--- config.mk ---
export PLATFORM = sky130hd
export DESIGN_NAME = gw_dff_delay_line
export DESIGN_NICKNAME = d
export VERILOG_FILES = /design/src/rtl/gw_dff_delay_line.sv
export SDC_FILE = /design/constraint.sdc
export NUM_CORES = 1
export LEC_CHECK = 0
export CORE_ASPECT_RATIO = 0.75
export CORE_MARGIN = 2
export CORE_UTILIZATION = 55
export CTS_BUF_LIST = sky130_fd_sc_hd__clkbuf_8
export CTS_CLUSTER_DIAMETER = 60
export DETAILED_ROUTE_END_ITERATION = 16
export HOLD_SLACK_MARGIN = 0.15
export PLACE_DENSITY = 0.82
export SYNTH_ARGS = -nofsm -noshare
export SYNTH_HDL_FRONTEND = slang
export SYNTH_SLANG_ARGS = --single-unit
--- constraint.sdc ---
create_clock -name CLK -period 3.65 [get_ports CLK]
set_clock_uncertainty 0.05 [all_clocks]
set_input_delay 0.73 -clock CLK [delete_from_list [all_inputs] [get_ports CLK]]
set_output_delay 0.73 -clock CLK [all_outputs]
set_load 0.1 [all_outputs]
--- src/rtl/gw_dff_delay_line.sv ---
// gw_dff_delay_line: WIDTH x DEPTH flip-flop delay line with a shared clock
// enable, a synchronous reset whose value is set by RESET_MODE, a clamped
// dynamic tap select, an optional output register and a saturating fill counter.
module gw_dff_delay_line #(
  parameter int               WIDTH      = 8,
  parameter int               DEPTH      = 16,
  parameter string            RESET_MODE = "RESET",
  parameter logic [WIDTH-1:0] INIT       = {WIDTH{1'b0}},
  parameter bit               OREG       = 1'b0,
  parameter int               AW         = (DEPTH > 1) ? $clog2(DEPTH) : 1,
  parameter int               CW         = $clog2(DEPTH + 1)
) (
  input  logic             CLK,
  input  logic             RESET,
  input  logic             CE,
  input  logic [WIDTH-1:0] D,
  input  logic [AW-1:0]    ADDR,
  output logic [WIDTH-1:0] Q,
  output logic [CW-1:0]    FILL_CNT,
  output logic             FULL
);

  // Value loaded into every stage (and the output register) on RESET.
  localparam logic [WIDTH-1:0] RV =
    (RESET_MODE == "SET")  ? {WIDTH{1'b1}} :
    (RESET_MODE == "INIT") ? INIT          :
                             {WIDTH{1'b0}};

  localparam logic [CW-1:0] FILL_MAX = CW'(DEPTH);

  // A misspelt mode would otherwise silently fall back to all-zero reset.
  if (RESET_MODE != "RESET" && RESET_MODE != "SET" && RESET_MODE != "INIT") begin : g_bad_mode
    $error("gw_dff_delay_line: unknown RESET_MODE \"%s\"", RESET_MODE);
  end

  // Declaration initialisers give the FPGA power-up contents.
  logic [WIDTH-1:0] stage_reg [DEPTH] = '{default: INIT};
  logic [CW-1:0]    fill_reg          = '0;
  logic [WIDTH-1:0] tap;

  // Shift chain: reset has priority, otherwise shift by one stage on CE.
  always_ff @(posedge CLK) begin
    if (RESET) begin
      for (int i = 0; i < DEPTH; i++) begin
        stage_reg[i] <= RV;
      end
    end else if (CE) begin
      stage_reg[0] <= D;
      for (int i = 1; i < DEPTH; i++) begin
        stage_reg[i] <= stage_reg[i-1];
      end
    end
  end

  // Fill counter: number of CE shifts since reset, saturating at DEPTH.
  always_ff @(posedge CLK) begin
    if (RESET) begin
      fill_reg <= '0;
    end else if (CE && (fill_reg != FILL_MAX)) begin
      fill_reg <= fill_reg + 1'b1;
    end
  end

  // Tap mux: any ADDR beyond the last stage falls through to stage DEPTH-1.
  always_comb begin
    tap = stage_reg[DEPTH-1];
    for (int k = 0; k < DEPTH; k++) begin
      if (ADDR == AW'(k)) begin
        tap = stage_reg[k];
      end
    end
  end

  if (OREG) begin : g_oreg
    logic [WIDTH-1:0] q_reg = INIT;

    // Output register samples the pre-shift tap, adding one CE cycle of latency.
    always_ff @(posedge CLK) begin
      if (RESET) begin
        q_reg <= RV;
      end else if (CE) begin
        q_reg <= tap;
      end
    end

    assign Q = q_reg;
  end else begin : g_comb
    assign Q = tap;
  end

  assign FILL_CNT = fill_reg;
  assign FULL     = (fill_reg == FILL_MAX);

endmodule

==> results.py <==
metrics = {
    "outcome": {
        "status": "finished, final reports clean",
    },
    "yosys": {
        "synth_area_um2": 6360,
        "synth_compound_area_share_pct": 9.46,
        "yosysUniqueCellTypes": 51,
        "synth_cells": 506,
        "yosysMostFrequentCell": "edfxtp_1",
        "yosysTopAreaCell": "edfxtp_1",
        "synthXorXnorAreaFrac_pct": 0.551,
        "synthMuxAreaShare_pct": 6.06,
        "ys.flop_type": "edfxtp_1",
        "postSynthAreaPerCell_um2": 12.6,
        "synth-seq-area-share_pct": 62.0,
        "syn_nets": 523,
        "synth_top_area_share_pct": 60.4,
        "synth_edf_count": 128,
        "synth_area_leaders": "edfxtp_1 60%, and2_1 8.1%, nor2b_1 4.8%",
        "synthSimpleGateAreaFrac_pct": 18.0,
        "synthArstFlopShare_pct": 0,
        "synthAdderAreaFrac_pct": 0.393,
        "synth_top_family_by_area": "simple AND/OR/NAND/NOR gates",
        "synth_common_cells": "128 x edfxtp_1, 82 x and2_1, 49 x nor2b_1",
        "synth-seq-cells": 133,
        "yosys_warnings": 0,
    },
    "min_path": {
        "holdPathStages": 1,
        "min_from": "stage_reg[0][23]",
        "hold_path_class": "flop to flop",
        "worst_hold_path.endpoint": "stage_reg[0][31]",
    },
    "global_routing": {
        "grt_util_met1_pct": 31.1,
        "antenna_found_initial": 0,
        "globalRouteMet3Util_pct": 5.56,
        "use_met2_pct": 32.0,
        "grt_pass1_wl_um": 20500,
        "grt_max_degree": 81,
        "gr-total-overflow": 0,
        "top_usage_layer": "met2",
        "gr-usage-all-layers_pct": 21.5,
        "grt_pass1_vias": 4019,
    },
    "clock_network": {
        "tritoncts": "yes",
        "cts_resized": 0,
        "insertion_delay_ns": 0.44,
        "cts.sinks": 133,
        "cts-hold-fix-buffers": 0,
        "cts_max_level": 4,
        "clockRootBuffer": "clkbuf_8",
        "clkSlewWorstSetupHoldPaths_ns": 0.08,
        "clk_path_buf_depth": 2,
        "post_cts_buffers": 0,
        "cts_buffers": 17,
    },
    "pwr": {
        "power.leakage_nw": 2.82,
        "swShare_pct": 26.3,
        "p_seq_share_pct": 51.3,
        "p_switching_uw": 943,
        "p_comb_share_pct": 14.0,
        "p_int_mw": 2.65,
        "clkPwrFrac_pct": 34.7,
        "powerDensity_nw_per_um2": 491,
        "vdd_drop_max_mv": 0.327,
    },
    "timing": {
        "timing_hold_violations_final": 0,
        "finalCritPeriodShare_pct": 96.7,
        "slew_headroom_pct": 35.6,
        "tns_ns": 0,
        "timing.fmax_ghz": 0.283,
        "rsz0062_at_grt": "false",
        "finalCriticalPeriod_ns": 3.53,
        "tightest_slew_ns": 0.963,
        "maxSlewViolCount": 0,
        "setup_violations": 0,
    },
    "finish": {
        "drive_gt1_share_pct": 15.0,
        "syn_to_final_growth_pct": 15.0,
        "fill_cells": 800,
        "final_nets": 552,
        "largest_reg_flops": 128,
        "n_antenna_cell": 0,
        "design_area_um2": 7310,
    },
    "drt": {
        "drt_wl_total_um": 12600,
        "wl_per_cell_um": 18.3,
        "vias": 4123,
        "postRouteAntennaNets": 0,
        "drt_pass1_iterations": 6,
        "viasPerCell": 5.99,
        "drt_iter0_markers": 491,
        "drc": 0,
    },
    "worst_setup_path": {
        "worstSetupPathType": "input port to output pin",
        "critPathMaxFanout": 7,
        "rr_worst_depth": 6,
        "regToRegSetupSlack_ns": 2.13,
        "required_ns": 2.87,
        "timing.rr.end": "FILL_CNT[1]",
        "start_kind": "input port",
        "critical_path_arrival_ns": 2.75,
        "r2r-start": "FILL_CNT[0]",
        "crit_path_end_kind": "output pin",
    },
    "floorplanning": {
        "pin_count": 29,
        "rows": 33,
        "start_util_pct": 57.3,
        "die_y_um": 97.1,
        "die_w_um": 128,
        "fp.dieArea_um2": 12400,
        "fp.coreArea_um2": 11100,
    },
    "placement": {
        "place_area_um2": 6910,
        "hpwl_um": 8100,
        "portBuffers": 28,
        "place_congestion": 0.925,
    },
    "job": {
        "maxCapViolCount": 0,
    },
}
per-layer routing:
| metal | wire, µm | vias up | part of all wire (%) |
|---|---|---|---|
| li1 | - | 1903 | - |
| met1 | 5590 | 2033 | 44 |
| met2 | 5970 | 170 | 47 |
| met3 | 876 | 17 | 6.9 |
| met4 | 172 | 0 | 1.4 |
| met5 | 0 | - | 0 |
final cells by class:
| class | count | area (µm²) | share of cell area, % |
|---|---|---|---|
| Sequential cell | 133 | 3940 | 53.9 |
| Timing Repair Buffer | 47 | 523 | 7.15 |
| Tap cell | 140 | 175 | 2.40 |
| Clock buffer | 17 | 234 | 3.20 |
| Inverter | 12 | 45.0 | 0.616 |
| Multi-Input combinational cell | 324 | 2230 | 30.4 |
| Clock inverter | 15 | 166 | 2.28 |
cell families (layout without fill, tap and decap cells):
logic type / after synthesis / in the layout
buffers and inverters: 49 / 91
XOR/XNOR: 4 / 4
AND/OR/NAND/NOR: 201 / 201
adder cells (fa/ha/maj): 2 / 2
flip-flops: 133 / 133
multiplexers: 30 / 30
AO/OA/AOI/OAI: 87 / 87
layout by cell type (no fill, tap or decap), drive strengths merged, types with 13 or more instances in the layout:
master,synthesis,routed
edfxtp,128,128
and2,82,82
nor2b,49,49
buf,19,31
o21ai,27,27
nor2,25,25
nand2,17,17
clkbuf,18,17
mux2i,16,16
clkdlybuf4s50,0,16
inv,12,14
o22ai,13,13
power groups by stage:
stage | clock network [mW] | logic [mW] | registers [mW]
2_1_floorplan | 0 | 0.334 | 1.87
3_3_place_gp | 0 | 0.494 | 1.87
3_5_place_dp | 0 | 0.502 | 1.87
4_1_cts | 1.26 | 0.503 | 1.84
5_1_grt | 1.33 | 0.535 | 1.85
6_report | 1.25 | 0.502 | 1.84
how the worst max path moves through the flow:
stage	depth (start not counted)	slack, ns	endpoint	from
after detailed placement	8	0.13	Q[6]	ADDR[2]
final	8	0.12	Q[6]	ADDR[2]
after global routing	8	0.04	Q[6]	ADDR[2]
after global placement	8	0.27	Q[6]	ADDR[2]
after CTS	8	0.12	Q[6]	ADDR[2]
after floorplan	4	0.02	Q[1]	ADDR[3]
critical path: stages:
cell and delay, ns:
clkdlybuf4s50_1 0.63, nor2b_1 0.22, buf_4 0.19, a21oi_1 0.07
nor3_1 0.19, a31oi_1 0.09, a221oi_2 0.40, buf_12 0.23
per-stage QoR:
step	total power [mW]	hold slack [ns]	utilization [%]	instances	worst slack (ns)
floorplan	2.20	0.466	-	506	0.0241
global placement	2.36	0.480	62.2	656	0.271
detailed placement	2.37	0.481	62.2	656	0.133
CTS	3.61	0.503	65.8	688	0.125
global route	3.72	0.521	65.8	688	0.0373
finish	3.59	0.500	65.8	688	0.119
Note: power is estimated with default switching activity, not from simulation.
